**src/rtl/local_in_arbiter.sv**
```systemverilog
// local_in_arbiter: merges the north and south local-in FIFOs into the core
// input buffer. North has priority; south is forced through after STARVE_LIMIT
// consecutive north grants. Optional output register stage: LOCAL_IN_OUT_REG_EN.
module local_in_arbiter #(
  parameter int unsigned PACKET_WIDTH = 12,
  parameter int unsigned STARVE_LIMIT = 4
) (
  input  logic                    clk,
  input  logic                    rst,
  input  logic [PACKET_WIDTH-1:0] din_north,
  input  logic [PACKET_WIDTH-1:0] din_south,
  input  logic                    empty_north,
  input  logic                    empty_south,
  input  logic                    out_full,
  output logic                    ren_north,
  output logic                    ren_south,
  output logic [PACKET_WIDTH-1:0] dout,
  output logic                    dout_wen,
  output logic                    starve_active
);

  localparam int unsigned CNT_W = 4;
  localparam logic [CNT_W-1:0] LIMIT = CNT_W'(STARVE_LIMIT);

  typedef enum logic {
    NORTH_PRI   = 1'b0,
    SOUTH_FORCE = 1'b1
  } state_t;

  state_t                  r_state;
  state_t                  w_state_nxt;
  logic [CNT_W-1:0]        r_starve_cnt;
  logic [CNT_W-1:0]        w_cnt_nxt;
  logic                    w_gnt_n;
  logic                    w_gnt_s;
  logic                    r_sel_valid;
  logic                    r_sel_src;
  logic [PACKET_WIDTH-1:0] w_mux;

  // Grant selection: priority order flips while south is being forced.
  always_comb begin
    w_gnt_n = 1'b0;
    w_gnt_s = 1'b0;
    if (!out_full) begin
      if (r_state == SOUTH_FORCE) begin
        if (!empty_south)      w_gnt_s = 1'b1;
        else if (!empty_north) w_gnt_n = 1'b1;
      end else begin
        if (!empty_north)      w_gnt_n = 1'b1;
        else if (!empty_south) w_gnt_s = 1'b1;
      end
    end
  end

  // Read enables are suppressed while reset is held.
  assign ren_north     = w_gnt_n & rst;
  assign ren_south     = w_gnt_s & rst;
  assign starve_active = (r_state == SOUTH_FORCE);

  // Next-state and starvation counter; force south once the updated count hits the limit.
  always_comb begin
    w_cnt_nxt   = r_starve_cnt;
    w_state_nxt = r_state;
    if (empty_south || w_gnt_s) w_cnt_nxt = '0;
    else if (w_gnt_n)           w_cnt_nxt = r_starve_cnt + CNT_W'(1);
    case (r_state)
      NORTH_PRI: begin
        if (!empty_south && (w_cnt_nxt == LIMIT)) w_state_nxt = SOUTH_FORCE;
      end
      SOUTH_FORCE: begin
        if (w_gnt_s || empty_south) w_state_nxt = NORTH_PRI;
      end
      default: w_state_nxt = NORTH_PRI;
    endcase
  end

  // State, counter and grant-tracking registers.
  always_ff @(posedge clk or negedge rst) begin
    if (!rst) begin
      r_state      <= NORTH_PRI;
      r_starve_cnt <= '0;
      r_sel_valid  <= 1'b0;
      r_sel_src    <= 1'b0;
    end else begin
      r_state      <= w_state_nxt;
      r_starve_cnt <= w_cnt_nxt;
      r_sel_valid  <= w_gnt_n | w_gnt_s;
      r_sel_src    <= w_gnt_s;
    end
  end

  assign w_mux = r_sel_src ? din_south : din_north;

`ifdef LOCAL_IN_OUT_REG_EN
  logic [PACKET_WIDTH-1:0] r_dout;
  logic                    r_dout_wen;

  // Extra output stage: registers the selected FIFO word and its strobe.
  always_ff @(posedge clk or negedge rst) begin
    if (!rst) begin
      r_dout     <= '0;
      r_dout_wen <= 1'b0;
    end else begin
      r_dout_wen <= r_sel_valid;
      if (r_sel_valid) r_dout <= w_mux;
    end
  end

  assign dout     = r_dout;
  assign dout_wen = r_dout_wen;
`else
  logic [PACKET_WIDTH-1:0] r_dout_last;

  // Remembers the last delivered word so dout holds between strobes.
  always_ff @(posedge clk or negedge rst) begin
    if (!rst) begin
      r_dout_last <= '0;
    end else if (r_sel_valid) begin
      r_dout_last <= w_mux;
    end
  end

  assign dout     = r_sel_valid ? w_mux : r_dout_last;
  assign dout_wen = r_sel_valid;
`endif

endmodule

```
**config.mk**
```make
export PLATFORM = sky130hd
export DESIGN_NAME = local_in_arbiter
export DESIGN_NICKNAME = d
export VERILOG_FILES = /design/src/rtl/local_in_arbiter.sv
export SDC_FILE = /design/constraint.sdc
export NUM_CORES = 1
export LEC_CHECK = 0
export BUFFER_PORTS_ARGS = -buffer_cell sky130_fd_sc_hd__clkbuf_2
export CORE_ASPECT_RATIO = 1.4
export CORE_MARGIN = 2
export CORE_UTILIZATION = 48
export DETAILED_ROUTE_END_ITERATION = 8
export GPL_TIMING_DRIVEN = 0
export PLACE_DENSITY = 0.91
export SLEW_MARGIN = 0
export SYNTH_ARGS = -nofsm -noshare
export SYNTH_HDL_FRONTEND = slang
export SYNTH_SLANG_ARGS = --single-unit
export TNS_END_PERCENT = 100
```
**constraint.sdc**
```tcl
create_clock -name clk -period 3.8 [get_ports clk]
set_input_delay 0.38 -clock clk [delete_from_list [all_inputs] [get_ports clk]]
set_output_delay 0.38 -clock clk [all_outputs]
set_load 0.02 [all_outputs]
```
==> impl_results.md <==
- Total CTS buffers: 3
- First-pass GRT wire length: 3050 um
- Logic pwr share: 23.6%
- Clk buf depth: 2
- Largest family of logic cells by synthesized area: simple AND/OR/NAND/NOR gates
- Post-CTS Repair Setup Buffers: 0
- RSZ-0062 raised after global routing: false
- Core Util, Final: 67.0%
- Post-synthesis xor/xnor area fraction: 0%
- Drt first pass iters: 2
- Mapped Area: 921 um2
- Later-pin clock latency in the skew report: 0.30 ns
- Slew Limit Headroom: 68.4%
- Register area share after synthesis: 51.6%
- Rows: 18
- Die width: 41.0 um
- Avg WL per Cell: 12.8 um
- Number of gates resized after CTS: 0
- Starting Density: 51.8%
- Sequential power share: 53.0%
- Hold Crit Class: in -> async
- Core ar.: 1780 um2
- Initial antenna violation count: 0
- Die ar.: 2290 um2
- Largest net degree at the start of global routing: 22
- Critical Path AT: 1.62 ns
- Post-synthesis cell type count: 23
- Share of cells above drive strength 1: 36.2%
- Adder-Cell Fraction of Synth Area: 1.36%
- Number of I/O port buffers: 44
- Minimum clock period: 2.00 ns
- Critical path data required time: 3.42 ns
- Routed wire length: 2030 um
- RePlAce Congestion: 0.762
- Count of pins over their slew limit: 0
- Syn Area/Cell: 10.2 um2
- Synthesis-stage register bit count: 19
- Post-DRT Antenna Nets: 0
- Int Power: 0.299 mW
- Crit share post-route: 52.7%
- Ports: 45
- Final Hold Fails: 0
- Warnings from Yosys: 0
- GRT Total Usage: 18.9%
- Area Growth Syn to Fin: 29.5%
- PD cells: 360 nW/um2
- Fin nets: 169
- Crit. End Element: output pin
- # DRC: 0
- Max-Cap Viols: 0
- Skew final: 0.00739 ns
- Synth Instances: 90
- Clock Power Share: 23.3%
- Switching Share: 30.3%
- Vias per cell: 5.42
- Synth Area in Compound Gates: 14.7%
- Achievable frequency: 499 MHz
- Pre-CTS worst setup slack: 2.08 ns
- Worst slew pin tran: 0.473 ns
- Clock transition at the registers of the reported paths: 0.10 ns
- CTS Root Buffer Type: clkbuf_4
- CTS tree: yes
- Initial drt markers: 6
- Hold-fix buffers at CTS: 0
- Vias in the first global route: 809
- Crit Path Category: reg -> out
- H-Tree Depth: 1
- Post-synthesis net count: 120
- Crit-path max FO: 10
- Multiplexer area fraction after synthesis: 14.3%
- CP Launch Type: flip-flop
- Worst IR drop on VDD: 0.271 mV
- Total congestion overflow: 0
- Synth Area in Simple Gates: 16.3%
- Die Ht: 55.8 um
- Clk sinks: 19
- Filler Cell Count: 156
- Post-Route Setup TNS: 0 ns
- Final setup vio count: 0
- Leakage: 0.565 nW
- NetSw: 0.130 mW
- Final Worst Setup Slack: 1.80 ns
- Post-DP HPWL: 1610 um
- Status: complete, no violations
- Vias: 857
- Antenna Cells: 0
## power groups by stage
stage          Combinational (mW)  Clock, mW  Sequential (mW)
2_1_floorplan              0.0573          0            0.231
3_3_place_gp               0.0987          0            0.230
3_5_place_dp                0.102          0            0.232
4_1_cts                     0.103      0.102            0.227
5_1_grt                     0.113      0.109            0.229
6_report                    0.101      0.100            0.227
## kinds of logic (layout without fill, tap and decap cells)
kind of cell,count (synthesis),after routing
muxes,13,13
AOI/OAI and AO/OA,22,22
DFF,19,19
buffers and inverters,4,52
adders and majority gates,1,1
and+or+nand+nor,31,31
## critical path, stage by stage, from the launching register on
cell	delay, ns
dfrtp_1	0.46
clkbuf_1	0.36
nor2_1	0.09
a21oi_1	0.21
clkbuf_2	0.21
## layout by cell type, fill, tap and decap left out, types with 2 or more instances in the layout
master,count
nor3_1,3
dfrtp_1,19
clkbuf_2,44
nand2b_1,2
nand2_1,4
clkbuf_1,4
mux2i_1,12
and2_1,2
nor2_1,14
a21oi_1,17
clkbuf_4,3
## flip-flops by register name (all words and copies together) (netlist names)
register and flops:
r_dout_last 12, r_starve_cnt 4, dout_wen 1, r_sel_src 1
starve_active 1
## worst paths after layout
| check | to | cells past startpoint | from | slack, ns |
|---|---|---|---|---|
| max reg2reg | starve_active | 5 | r_starve_cnt[0] | 2.03 |
| min in group clk | r_starve_cnt[3] | 2 | empty_south | 0.33 |
| max | dout[9] | 4 | dout_wen | 1.80 |
| min | r_dout_last[4] | 1 | rst | 0.01 |
| min reg2reg | r_dout_last[4] | 2 | r_dout_last[4] | 0.54 |
| max in group asynchronous | r_starve_cnt[2] | 1 | rst | 3.46 |
## through the flow
stage | instances | area [um2] | power (mW) | hold slack [ns]
floorplan | 90 | 921 | 0.288 | 0.0844
global placement | 154 | 1170 | 0.329 | 0.355
detailed placement | 154 | 1170 | 0.334 | 0.355
CTS | 158 | 1190 | 0.432 | 0.0264
global route | 158 | 1190 | 0.451 | 0.0559
finish | 158 | 1190 | 0.429 | 0.0149
## synth_stat cells
cell type / count / area [um2]
o31ai_2: 1 / 12.5
nand2_1: 4 / 15.0
nand3_1: 1 / 5.00
mux2_1: 1 / 11.3
nor4_1: 1 / 6.26
a2bb2oi_1: 1 / 8.76
or3b_1: 1 / 8.76
mux2i_1: 12 / 120
nor4b_1: 1 / 8.76
o311ai_1: 1 / 8.76
nand2b_1: 2 / 12.5
nand3b_1: 1 / 7.51
a21oi_1: 17 / 85.1
nor3_1: 3 / 15.0
ha_1: 1 / 12.5
nor2b_1: 1 / 6.26
o21ai_0: 1 / 5.00
and2_1: 2 / 12.5
buf_2: 1 / 5.00
a311oi_2: 1 / 15.0
clkbuf_1: 3 / 11.3
dfrtp_1: 19 / 475
nor2_1: 14 / 52.6
## layer usage
| layer | up-vias | global-route usage [%] | share of wire (%) |
|---|---|---|---|
| met2 | 38 | 32.4 | 50 |
| met5 | - | 0 | 0 |
| li1 | 417 | - | - |
| met4 | 0 | 10.0 | 1.9 |
| met1 | 397 | 20.3 | 41 |
| met3 | 5 | 2.40 | 6.7 |
## cell type report
type                       instances  area (um2)  share of cell area, %
buffer                             4        16.3                   1.36
clock buffer                       4        26.3                   2.20
sequential                        19         475                   39.9
tap                               20        25.0                   2.10
multi-input combinational         67         429                   36.0
timing repair buffer              44         220                   18.5
(Power assumes the default switching activity.)
